<file path="src/rtl/jpeg_pkg.sv">
// Shared types and constants for the JPEG colour-conversion stage.
// Holds the channel encoding, the 8-fractional-bit YCbCr->RGB coefficients,
// the block/row typedefs and the saturating clamp used by the pixel converter.
package jpeg_pkg;

    // Channel tag carried on ch_in; any other code is an invalid channel.
    typedef enum logic [1:0] {
        CH_Y  = 2'd0,
        CH_CB = 2'd1,
        CH_CR = 2'd2
    } ch_e;

    // Conversion FSM: collect the three blocks, then stream eight RGB rows.
    typedef enum logic {
        ST_LOAD    = 1'b0,
        ST_CONVERT = 1'b1
    } state_e;

    // Coefficients scaled by 2^8 (1.402, 0.344, 0.714, 1.772).
    localparam int K_R_CR = 359;
    localparam int K_G_CB = 88;
    localparam int K_G_CR = 183;
    localparam int K_B_CB = 454;

    // Accumulator width: |Y<<8| + 454*128 stays inside 18 bits; two bits spare.
    localparam int ACC_W = 20;

    typedef logic signed [7:0] s8_t;
    typedef logic        [7:0] u8_t;
    typedef s8_t [7:0]         s8_row_t;
    typedef s8_row_t [7:0]     block_t;
    typedef u8_t [7:0]         rgb_row_t;

    // Saturate a signed accumulator result into 0..255.
    function automatic u8_t clamp_u8(input logic signed [ACC_W-1:0] v);
        if (v[ACC_W-1]) begin
            return 8'd0;
        end else if (|v[ACC_W-2:8]) begin
            return 8'd255;
        end else begin
            return v[7:0];
        end
    endfunction

endpackage

</file>
<file path="src/rtl/ycc2rgb_pixel.sv">
// Combinational single-pixel YCbCr -> RGB converter (signed level-shifted
// inputs, clamped unsigned outputs). Rounding of the fixed-point result is
// selected at build time by YCC2RGB_ROUND_EN (defined: round half up,
// undefined: floor).
module ycc2rgb_pixel
    import jpeg_pkg::*;
#(
    parameter int FRAC = 8
) (
    input  logic signed [7:0] y,
    input  logic signed [7:0] cb,
    input  logic signed [7:0] cr,
    output logic        [7:0] r,
    output logic        [7:0] g,
    output logic        [7:0] b
);

    localparam logic signed [ACC_W-1:0] KRCR   = ACC_W'(K_R_CR);
    localparam logic signed [ACC_W-1:0] KGCB   = ACC_W'(K_G_CB);
    localparam logic signed [ACC_W-1:0] KGCR   = ACC_W'(K_G_CR);
    localparam logic signed [ACC_W-1:0] KBCB   = ACC_W'(K_B_CB);
    localparam logic signed [ACC_W-1:0] OFFSET = ACC_W'(128);
`ifdef YCC2RGB_ROUND_EN
    localparam logic signed [ACC_W-1:0] HALF   = ACC_W'(1 << (FRAC - 1));
`else
    localparam logic signed [ACC_W-1:0] HALF   = '0;
`endif

    logic signed [ACC_W-1:0] y_ext, cb_ext, cr_ext;
    logic signed [ACC_W-1:0] r_acc, g_acc, b_acc;
    logic signed [ACC_W-1:0] r_val, g_val, b_val;

    // Fixed-point matrix multiply, arithmetic shift (floor), re-centre and clamp.
    always_comb begin
        y_ext  = ACC_W'(y);
        cb_ext = ACC_W'(cb);
        cr_ext = ACC_W'(cr);

        r_acc  = (y_ext <<< FRAC) + KRCR * cr_ext + HALF;
        g_acc  = (y_ext <<< FRAC) - KGCB * cb_ext - KGCR * cr_ext + HALF;
        b_acc  = (y_ext <<< FRAC) + KBCB * cb_ext + HALF;

        r_val  = (r_acc >>> FRAC) + OFFSET;
        g_val  = (g_acc >>> FRAC) + OFFSET;
        b_val  = (b_acc >>> FRAC) + OFFSET;

        r      = clamp_u8(r_val);
        g      = clamp_u8(g_val);
        b      = clamp_u8(b_val);
    end

endmodule

</file>
<file path="src/rtl/ycc2rgb_block.sv">
// Colour-conversion stage after chroma supersampling. Buffers one Y, Cb and
// Cr 8x8 block (any arrival order), then streams eight converted RGB rows
// over a valid/ready handshake. Build option YCC2RGB_ROUND_EN selects
// round-half-up instead of floor in the per-pixel converter.
module ycc2rgb_block
    import jpeg_pkg::*;
#(
    parameter int FRAC = 8,
    parameter int CH   = 3
) (
    input  logic                     clk,
    input  logic                     rst,
    input  logic                     valid_in,
    output logic                     ready_in,
    input  logic [$clog2(CH+1)-1:0]  ch_in,
    input  block_t                   block_in,
    output logic                     out_valid,
    input  logic                     out_ready,
    output logic [2:0]               out_row,
    output logic                     out_last,
    output rgb_row_t                 r_row,
    output rgb_row_t                 g_row,
    output rgb_row_t                 b_row
);

    localparam int CHW = $clog2(CH + 1);

    state_e   state;
    logic     y_full, cb_full, cr_full;
    block_t   y_buf, cb_buf, cr_buf;
    logic     is_y, is_cb, is_cr;
    logic     accept;
    logic     row_hs;
    logic [2:0] sel_row;
    rgb_row_t r_conv, g_conv, b_conv;

    assign is_y   = (ch_in == CHW'(CH_Y));
    assign is_cb  = (ch_in == CHW'(CH_CB));
    assign is_cr  = (ch_in == CHW'(CH_CR));
    assign accept = valid_in && ready_in;
    assign row_hs = out_valid && out_ready;

    // Accept a block only into an empty buffer; unknown channels are swallowed.
    always_comb begin
        ready_in = 1'b0;
        if (rst && state == ST_LOAD) begin
            if (is_y) begin
                ready_in = !y_full;
            end else if (is_cb) begin
                ready_in = !cb_full;
            end else if (is_cr) begin
                ready_in = !cr_full;
            end else begin
                ready_in = 1'b1;
            end
        end
    end

    // NOTE: the block buffers carry no reset; the full flags alone say whether contents are meaningful.
    always_ff @(posedge clk) begin
        if (accept && is_y)  y_buf  <= block_in;
        if (accept && is_cb) cb_buf <= block_in;
        if (accept && is_cr) cr_buf <= block_in;
    end

    // Row feeding the converters: row 0 while loading, otherwise the row after the one on display.
    always_comb begin
        sel_row = 3'd0;
        if (state == ST_CONVERT) begin
            sel_row = out_row + 3'd1;
        end
    end

    // Eight converters produce one full row per cycle.
    for (genvar c = 0; c < 8; c++) begin : g_pix
        ycc2rgb_pixel #(.FRAC(FRAC)) u_pix (
            .y  (y_buf[sel_row][c]),
            .cb (cb_buf[sel_row][c]),
            .cr (cr_buf[sel_row][c]),
            .r  (r_conv[c]),
            .g  (g_conv[c]),
            .b  (b_conv[c])
        );
    end

    // Load/convert FSM with registered row outputs, held while out_ready is low.
    always_ff @(posedge clk or negedge rst) begin
        if (!rst) begin
            state     <= ST_LOAD;
            y_full    <= 1'b0;
            cb_full   <= 1'b0;
            cr_full   <= 1'b0;
            out_valid <= 1'b0;
            out_last  <= 1'b0;
            out_row   <= 3'd0;
            r_row     <= '0;
            g_row     <= '0;
            b_row     <= '0;
        end else begin
            unique case (state)
                ST_LOAD: begin
                    if (accept && is_y)  y_full  <= 1'b1;
                    if (accept && is_cb) cb_full <= 1'b1;
                    if (accept && is_cr) cr_full <= 1'b1;
                    if (y_full && cb_full && cr_full) begin
                        state     <= ST_CONVERT;
                        out_valid <= 1'b1;
                        out_row   <= 3'd0;
                        out_last  <= 1'b0;
                        r_row     <= r_conv;
                        g_row     <= g_conv;
                        b_row     <= b_conv;
                    end
                end
                ST_CONVERT: begin
                    if (row_hs) begin
                        if (out_row == 3'd7) begin
                            state     <= ST_LOAD;
                            y_full    <= 1'b0;
                            cb_full   <= 1'b0;
                            cr_full   <= 1'b0;
                            out_valid <= 1'b0;
                            out_last  <= 1'b0;
                            out_row   <= 3'd0;
                        end else begin
                            out_row   <= out_row + 3'd1;
                            out_last  <= (out_row == 3'd6);
                            r_row     <= r_conv;
                            g_row     <= g_conv;
                            b_row     <= b_conv;
                        end
                    end
                end
                default: state <= ST_LOAD;
            endcase
        end
    end

endmodule
</file>
<file path="config.mk">
export PLATFORM = sky130hd
export DESIGN_NAME = ycc2rgb_block
export DESIGN_NICKNAME = d
export VERILOG_FILES = /design/src/rtl/jpeg_pkg.sv /design/src/rtl/ycc2rgb_pixel.sv /design/src/rtl/ycc2rgb_block.sv
export SDC_FILE = /design/constraint.sdc
export NUM_CORES = 2
export LEC_CHECK = 0
export CORE_MARGIN = 3
export CORE_UTILIZATION = 38
export DETAILED_ROUTE_END_ITERATION = 8
export HOLD_SLACK_MARGIN = 0.06
export SYNTH_ARGS = -nofsm -noshare
export SYNTH_HDL_FRONTEND = slang
export SYNTH_SLANG_ARGS = --single-unit
</file>
<file path="constraint.sdc">
create_clock -name clk -period 71 [get_ports clk]
set_input_delay 14.2 -clock clk [delete_from_list [all_inputs] [get_ports clk]]
set_output_delay 14.2 -clock clk [all_outputs]
set_load 0.02 [all_outputs]
</file>
# After elaboration in Yosys (flattened, before gate mapping)
# Index checks and enable logic that the tools add are counted.
# totals
regBits,1737
wordCells,460
output_inout_bits,198
# op_classes
n_addsub,57
mux,93
bitwise,1
magnitude_cmp,1
multipliers,32
eq_ne,11
reduce_logical,42
# op_table
op,count
64-bit two-way mux,12
64-bit binary-select mux with 3-bit select,3
8-bit two-way mux,48
64-bit one-hot mux with 2 select lines,3
"12-bit by 9-bit adder with 13-bit output, second input constant",24
16-bit by 18-bit adder with 19-bit output,16
"9-bit by 8-bit multiplier with 17-bit output, first input constant",16
11-bit OR reduction,24
"10-bit by 8-bit multiplier with 18-bit output, first input constant",8
17-bit by 17-bit subtractor with 18-bit output,8
16-bit by 16-bit subtractor with 17-bit output,8
"5-bit by 8-bit multiplier with 13-bit output, first input constant",8
1-bit two-way mux,16
3-bit AND reduction,5
3-bit two-way mux,4
"2-bit by 1-bit inequality test with 1-bit output, second input constant",6
1-bit one-hot mux with 2 select lines,6
1-bit logical AND,8
"3-bit equality test, second input constant",2
3-bit one-hot mux with 2 select lines,1
"3-bit by 4-bit < comparator with 1-bit output, second input constant",1
"3-bit by 1-bit adder with 3-bit output, second input constant",1
1-bit zero test,3
"2-bit by 1-bit equality test with 1-bit output, second input constant",1
5 further kinds,5

# Logic depth before layout (Yosys ltp)
# logic_depth
ltp_word,14
ltp_mapped,48
ltp_nobuf,41

# Modules after synthesis
# Synthesis repeated with hierarchy kept, for this count alone.
# hier_totals
cells_unflattened,9609
hier_area_um2,118373.5
# modules_own_cells
module,area_per_inst_um2,cells_each,instances,seq_area_each_um2
ycc2rgb_block,66344.9,3758,1,51154.1
ycc2rgb_pixel (g_pix[5].u_pix ...),6565.0,744,2,0.0
ycc2rgb_pixel (g_pix[0].u_pix ...),6321.1,698,2,0.0
ycc2rgb_pixel (g_pix[7].u_pix),6802.8,781,1,0.0
ycc2rgb_pixel (g_pix[4].u_pix),6540.0,735,1,0.0
ycc2rgb_pixel (g_pix[2].u_pix),6459.9,718,1,0.0
ycc2rgb_pixel (g_pix[3].u_pix),6453.7,733,1,0.0

# Worst setup path after synthesis
# Ideal clock, no wire load.
# synth_timing
kind,input to register
startpoint,input port ch_in[0]
endpoint,"register cb_buf[0] (netlist bit), enable pin"
path_slack_ns,16.637
setup_time_ns,2.123
path_stages,5
t_arrival_ns,52.240
required_ns,68.877
path_buffers,0
path_cell_list,mux2i_1 o21ai_0 nor3b_1 nand2_1 nor3b_1
# synth_between
elab_chain_len,7
elab_cells_between_ends,9
# synth_lines
item,line,source
start: declaration,ycc2rgb_block.sv:15,"input logic [$clog2(CH+1)-1:0] ch_in,"
2-bit equality test,ycc2rgb_block.sv:39,assign is_cr = (ch_in == CHW'(CH_CR));
1-bit two-way mux,ycc2rgb_block.sv:51,end else if (is_cr) begin
1-bit two-way mux,ycc2rgb_block.sv:49,end else if (is_cb) begin
1-bit two-way mux (*),ycc2rgb_block.sv:47,if (is_y) begin
1-bit two-way mux (*),ycc2rgb_block.sv:46,if (rst && state == ST_LOAD) begin
via ready_in,ycc2rgb_block.sv:14,"output logic ready_in,"
1-bit logical AND (*),ycc2rgb_block.sv:40,assign accept = valid_in && ready_in;
1-bit logical AND (*),ycc2rgb_block.sv:62,if (accept && is_cb) cb_buf <= block_in;
end signal: assignment,ycc2rgb_block.sv:62,
end: declaration,ycc2rgb_block.sv:30,"block_t y_buf, cb_buf, cr_buf;"
# The timed path passes the listed nets; every way through them passes the cells marked *.
# A chain may end at the register's enable or synchronous reset.

# Final worst setup path
# layout_timing
startpoint,input port ch_in[0]
endpoint,output port ready_in
# layout_between
elab_chain_len,5
elab_cells_between_ends,7
# layout_lines
item,line
2-bit equality test,ycc2rgb_block.sv:39
1-bit two-way mux,ycc2rgb_block.sv:51
1-bit two-way mux,ycc2rgb_block.sv:49
1-bit two-way mux (*),ycc2rgb_block.sv:47
1-bit two-way mux (*),ycc2rgb_block.sv:46
end: declaration,ycc2rgb_block.sv:14
# Every way passes the cells marked *; elsewhere a longest branch is shown, timed or not.

==> flow_metrics.env <==
export IMPL_start_util_pct=38.27
export IMPL_seq_area_frac_synth_pct=45.38
export IMPL_detail_route_wl_per_cell_um=22.06
export IMPL_cts_buffers=190
export IMPL_synth_cells=8296
export IMPL_antenna_found_initial=71
export IMPL_avgViaCountPerCell=5.096
export IMPL_drive_above_1_share_pct=9.519
export IMPL_rsz0062_at_grt="no"
export IMPL_io_buffer_count=715
export IMPL_cp_cell_sequence="clkdlybuf4s50_1, mux2i_1, o21ai_0, nor3b_1, clkdlybuf4s50_1"
export IMPL_place_congestion=0.8357
export IMPL_critPathLaunchType="input port"
export IMPL_crit_fanout=5
export IMPL_netlist_area_sq_um=112700
export IMPL_wl_met2_mm=138.6
export IMPL_fin_area_sq_um=131500
export IMPL_dp_cells=12880
export IMPL_fin_nets=11720
export IMPL_finalClockSkew_ns=0.07296
export IMPL_overflow=0
export IMPL_drt_pass1_iter_count=6
export IMPL_top_layer_used="met5"
export IMPL_coreArea_sq_um=294600
export IMPL_setup_viol=0
export IMPL_yosys_warnings=0
export IMPL_areaGrowthSynthToFinish_pct=16.61
export IMPL_cts_sinks=1737
export IMPL_hold_violations=0
export IMPL_drcViolationCount=0
export IMPL_finalCriticalPeriod_ns=30.45
export IMPL_cts_tree="done"
export IMPL_finalSetupTns_ns=0
export IMPL_end_kind="primary output"
export IMPL_cts_root_buf="clkbuf_16"
export IMPL_hold_buffers=0
export IMPL_timing_critical_path_mode_cell="clkdlybuf4s50_1"
export IMPL_grt_pass1_vias=71290
export IMPL_ioPinCount=716
export IMPL_dp_hpwl_mm=230.1
export IMPL_ctsLongestPathBuffers=4
export IMPL_crit_path_top_delay_cell="clkdlybuf4s50_1"
export IMPL_syn_nets=10860
export IMPL_cp_data_arrival_time_ns=16.25
export IMPL_worst_pin_slew_ns=1.197
export IMPL_final_core_util_pct=44.63
export IMPL_min_path_type="register to register"
export IMPL_grt_max_degree=137
export IMPL_fillers=26280
export IMPL_max_clock_freq_mhz=32.84
export IMPL_synthArstFlopShare_pct=11.57
export IMPL_dpl_instance_area_sq_um=125100
export IMPL_crit_type="input port to primary output"
export IMPL_r2r_setup_slack_ns=58.32
export IMPL_critical_path_required_ns=56.80
export IMPL_die_h_um=550.7
export IMPL_dr_first_iter_drc_count=4716
export IMPL_die_w_um=550.7
export IMPL_wirelength_met1_mm=124.9
export IMPL_wl_met3_mm=20.23
export IMPL_ant_nets=0
export IMPL_grt_pass1_wl_mm=440.2
export IMPL_num_vias=67630
export IMPL_ys_ff_latch=1737
export IMPL_postCtsSetupRepairBufs=0
export IMPL_row_count=199
export IMPL_status="finished clean"
export IMPL_relSlewSlack_pct=19.34
export IMPL_instances_no_fill=13270
export IMPL_synth_edff_count=1536
export IMPL_crit_family="buffers and inverters"
export IMPL_max_stage_delay_ns=0.69
export IMPL_drv_slew=0
export IMPL_synth_cell_type_count=101
export IMPL_clk_latency_ns=0.87
export IMPL_timing_final_crit_share_pct=42.88
export IMPL_htreeDepth=4
export IMPL_syn_area_per_cell_sq_um=13.59
export IMPL_cts_resized=0
export IMPL_grt_usage_pct=19.17
export IMPL_dieArea_sq_um=303200
export IMPL_clkSlewWorstSetupHoldPaths_ns=0.06
export IMPL_ys_dominant_reg_cell="edfxtp_1"
export IMPL_path_buf_inv=2
export IMPL_drv_cap=0
export IMPL_routed_wl_mm=292.7
## kinds of logic after synthesis
group	Yosys count	share of synthesized area, %
compound gates	1046	6.305
xor+xnor	391	3.038
fa+ha+maj	2043	26.78
buf+inv	1567	5.291
flops	1737	45.38
mux	574	9.268
simple gates	938	3.945
## layout make-up
cell class / instances / area, sq um / share of cell area, %
Multi-Input combinational cell: 4992 / 55670 / 42.35
Sequential cell: 1737 / 51160 / 38.92
Timing Repair Buffer: 824 / 8093 / 6.156
Inverter: 1411 / 5296 / 4.029
Clock buffer: 224 / 4942 / 3.760
Tap cell: 3919 / 4903 / 3.730
Clock inverter: 120 / 1286 / 0.9784
Antenna cell: 42 / 105.1 / 0.07995
## metal layers
metal / vias to the layer above / global-route usage [%]
met5: - / 0
met4: 44 / 5.933
met3: 392 / 4.522
met2: 1700 / 31.45
met1: 34000 / 25.17
li1: 31490 / -
## synthesized netlist by cell type (all sizes together), types with 10 or more instances
master	n	share of area, %
a211oi	41	0.28
a22oi	15	0.10
nor2	281	0.94
a21oi	286	1.3
o22ai	22	0.13
clkbuf	78	0.26
a21o	67	0.45
nor3b	16	0.11
mux2i	176	1.7
nand3	50	0.22
nand2	270	0.90
nor2b	35	0.20
nor4	10	0.055
xnor2	258	2.0
a211o	15	0.12
inv	1410	4.7
and2	24	0.13
or2	26	0.14
or3	27	0.15
nor3	90	0.41
nand3b	12	0.080
mux2	34	0.34
o21ai	213	0.96
a31oi	28	0.19
o31ai	21	0.14
nand2b	34	0.19
a221o	82	0.73
a2111oi	15	0.12
o21a	52	0.35
o211ai	17	0.11
mux4	364	7.3
fa	616	11
xor2	133	1.0
dfrtp	201	4.5
o21bai	71	0.48
edfxtp	1536	41
buf	78	0.33
and3	27	0.15
ha	1427	16
a21boi	11	0.077
## through the flow
| step | setup slack, ns | hold slack [ns] |
|---|---|---|
| CTS | 40.61 | 0.4844 |
| floorplan | 16.64 | 0.4721 |
| global route | 40.46 | 0.5162 |
| global placement | 40.39 | 0.4710 |
| finish | 40.55 | 0.4804 |
| detailed placement | 40.62 | 0.4699 |
## sequential cells by signal, summed over array words and instances, names as in the netlist
| signal | flops |
|---|---|
| out_row | 3 |
| cr_buf | 512 |
| state | 1 |
| cb_buf | 512 |
| cb_full | 1 |
| b_row | 64 |
| y_buf | 512 |
| g_row | 64 |
| y_full | 1 |
| cr_full | 1 |
| out_last | 1 |
| out_valid | 1 |
| r_row | 64 |
## placed cells by master, fill, tap and decap left out, types with 27 or more instances in the layout
master / synthesis / layout
clkbuf_1: 78 / 28
clkdlybuf4s50_1: 0 / 714
nand2b_1: 34 / 32
o21a_1: 51 / 51
a21oi_1: 282 / 282
xnor2_1: 258 / 258
mux4_2: 364 / 364
a211oi_1: 40 / 40
clkbuf_16: 0 / 190
a21o_1: 67 / 67
dfrtp_1: 201 / 199
inv_1: 1409 / 1408
nand3_1: 50 / 50
diode_2: 0 / 42
mux2_2: 34 / 34
mux2i_1: 162 / 162
nor2_1: 281 / 281
a221o_1: 82 / 82
xor2_1: 133 / 133
nand2_1: 270 / 269
nor2b_1: 33 / 33
o21ai_0: 185 / 185
buf_4: 5 / 100
clkinv_2: 0 / 31
o21bai_1: 70 / 70
and3_1: 27 / 27
clkinv_1: 1 / 30
edfxtp_1: 1536 / 1536
nor3_1: 87 / 86
fa_1: 616 / 616
or3_1: 27 / 27
ha_1: 1427 / 1426
## path summary, 6_finish.rpt
kind | to | from | cells past startpoint
setup reg to reg | g_row[14] | out_row[0] | 42
setup / recovery | ready_in | ch_in[0] | 5
min in group asynchronous | g_row[52] | rst | 1
max in group asynchronous | b_row[4] | rst | 4
hold reg to reg | g_row[33] | g_row[33] | 2
hold / removal | g_row[33] | g_row[33] | 2
## worst min-delay path, delay by kind of cell, from the launching register on
family | cells | cell delay, ns
AOI/OAI and AO/OA | 1 | 0.05
and+or+nand+nor | 1 | 0.05
DFF | 1 | 0.34
Power is left out: the tool's default activity adds up to more than one toggle a clock period on the data nets, which glitch-free logic cannot reach.
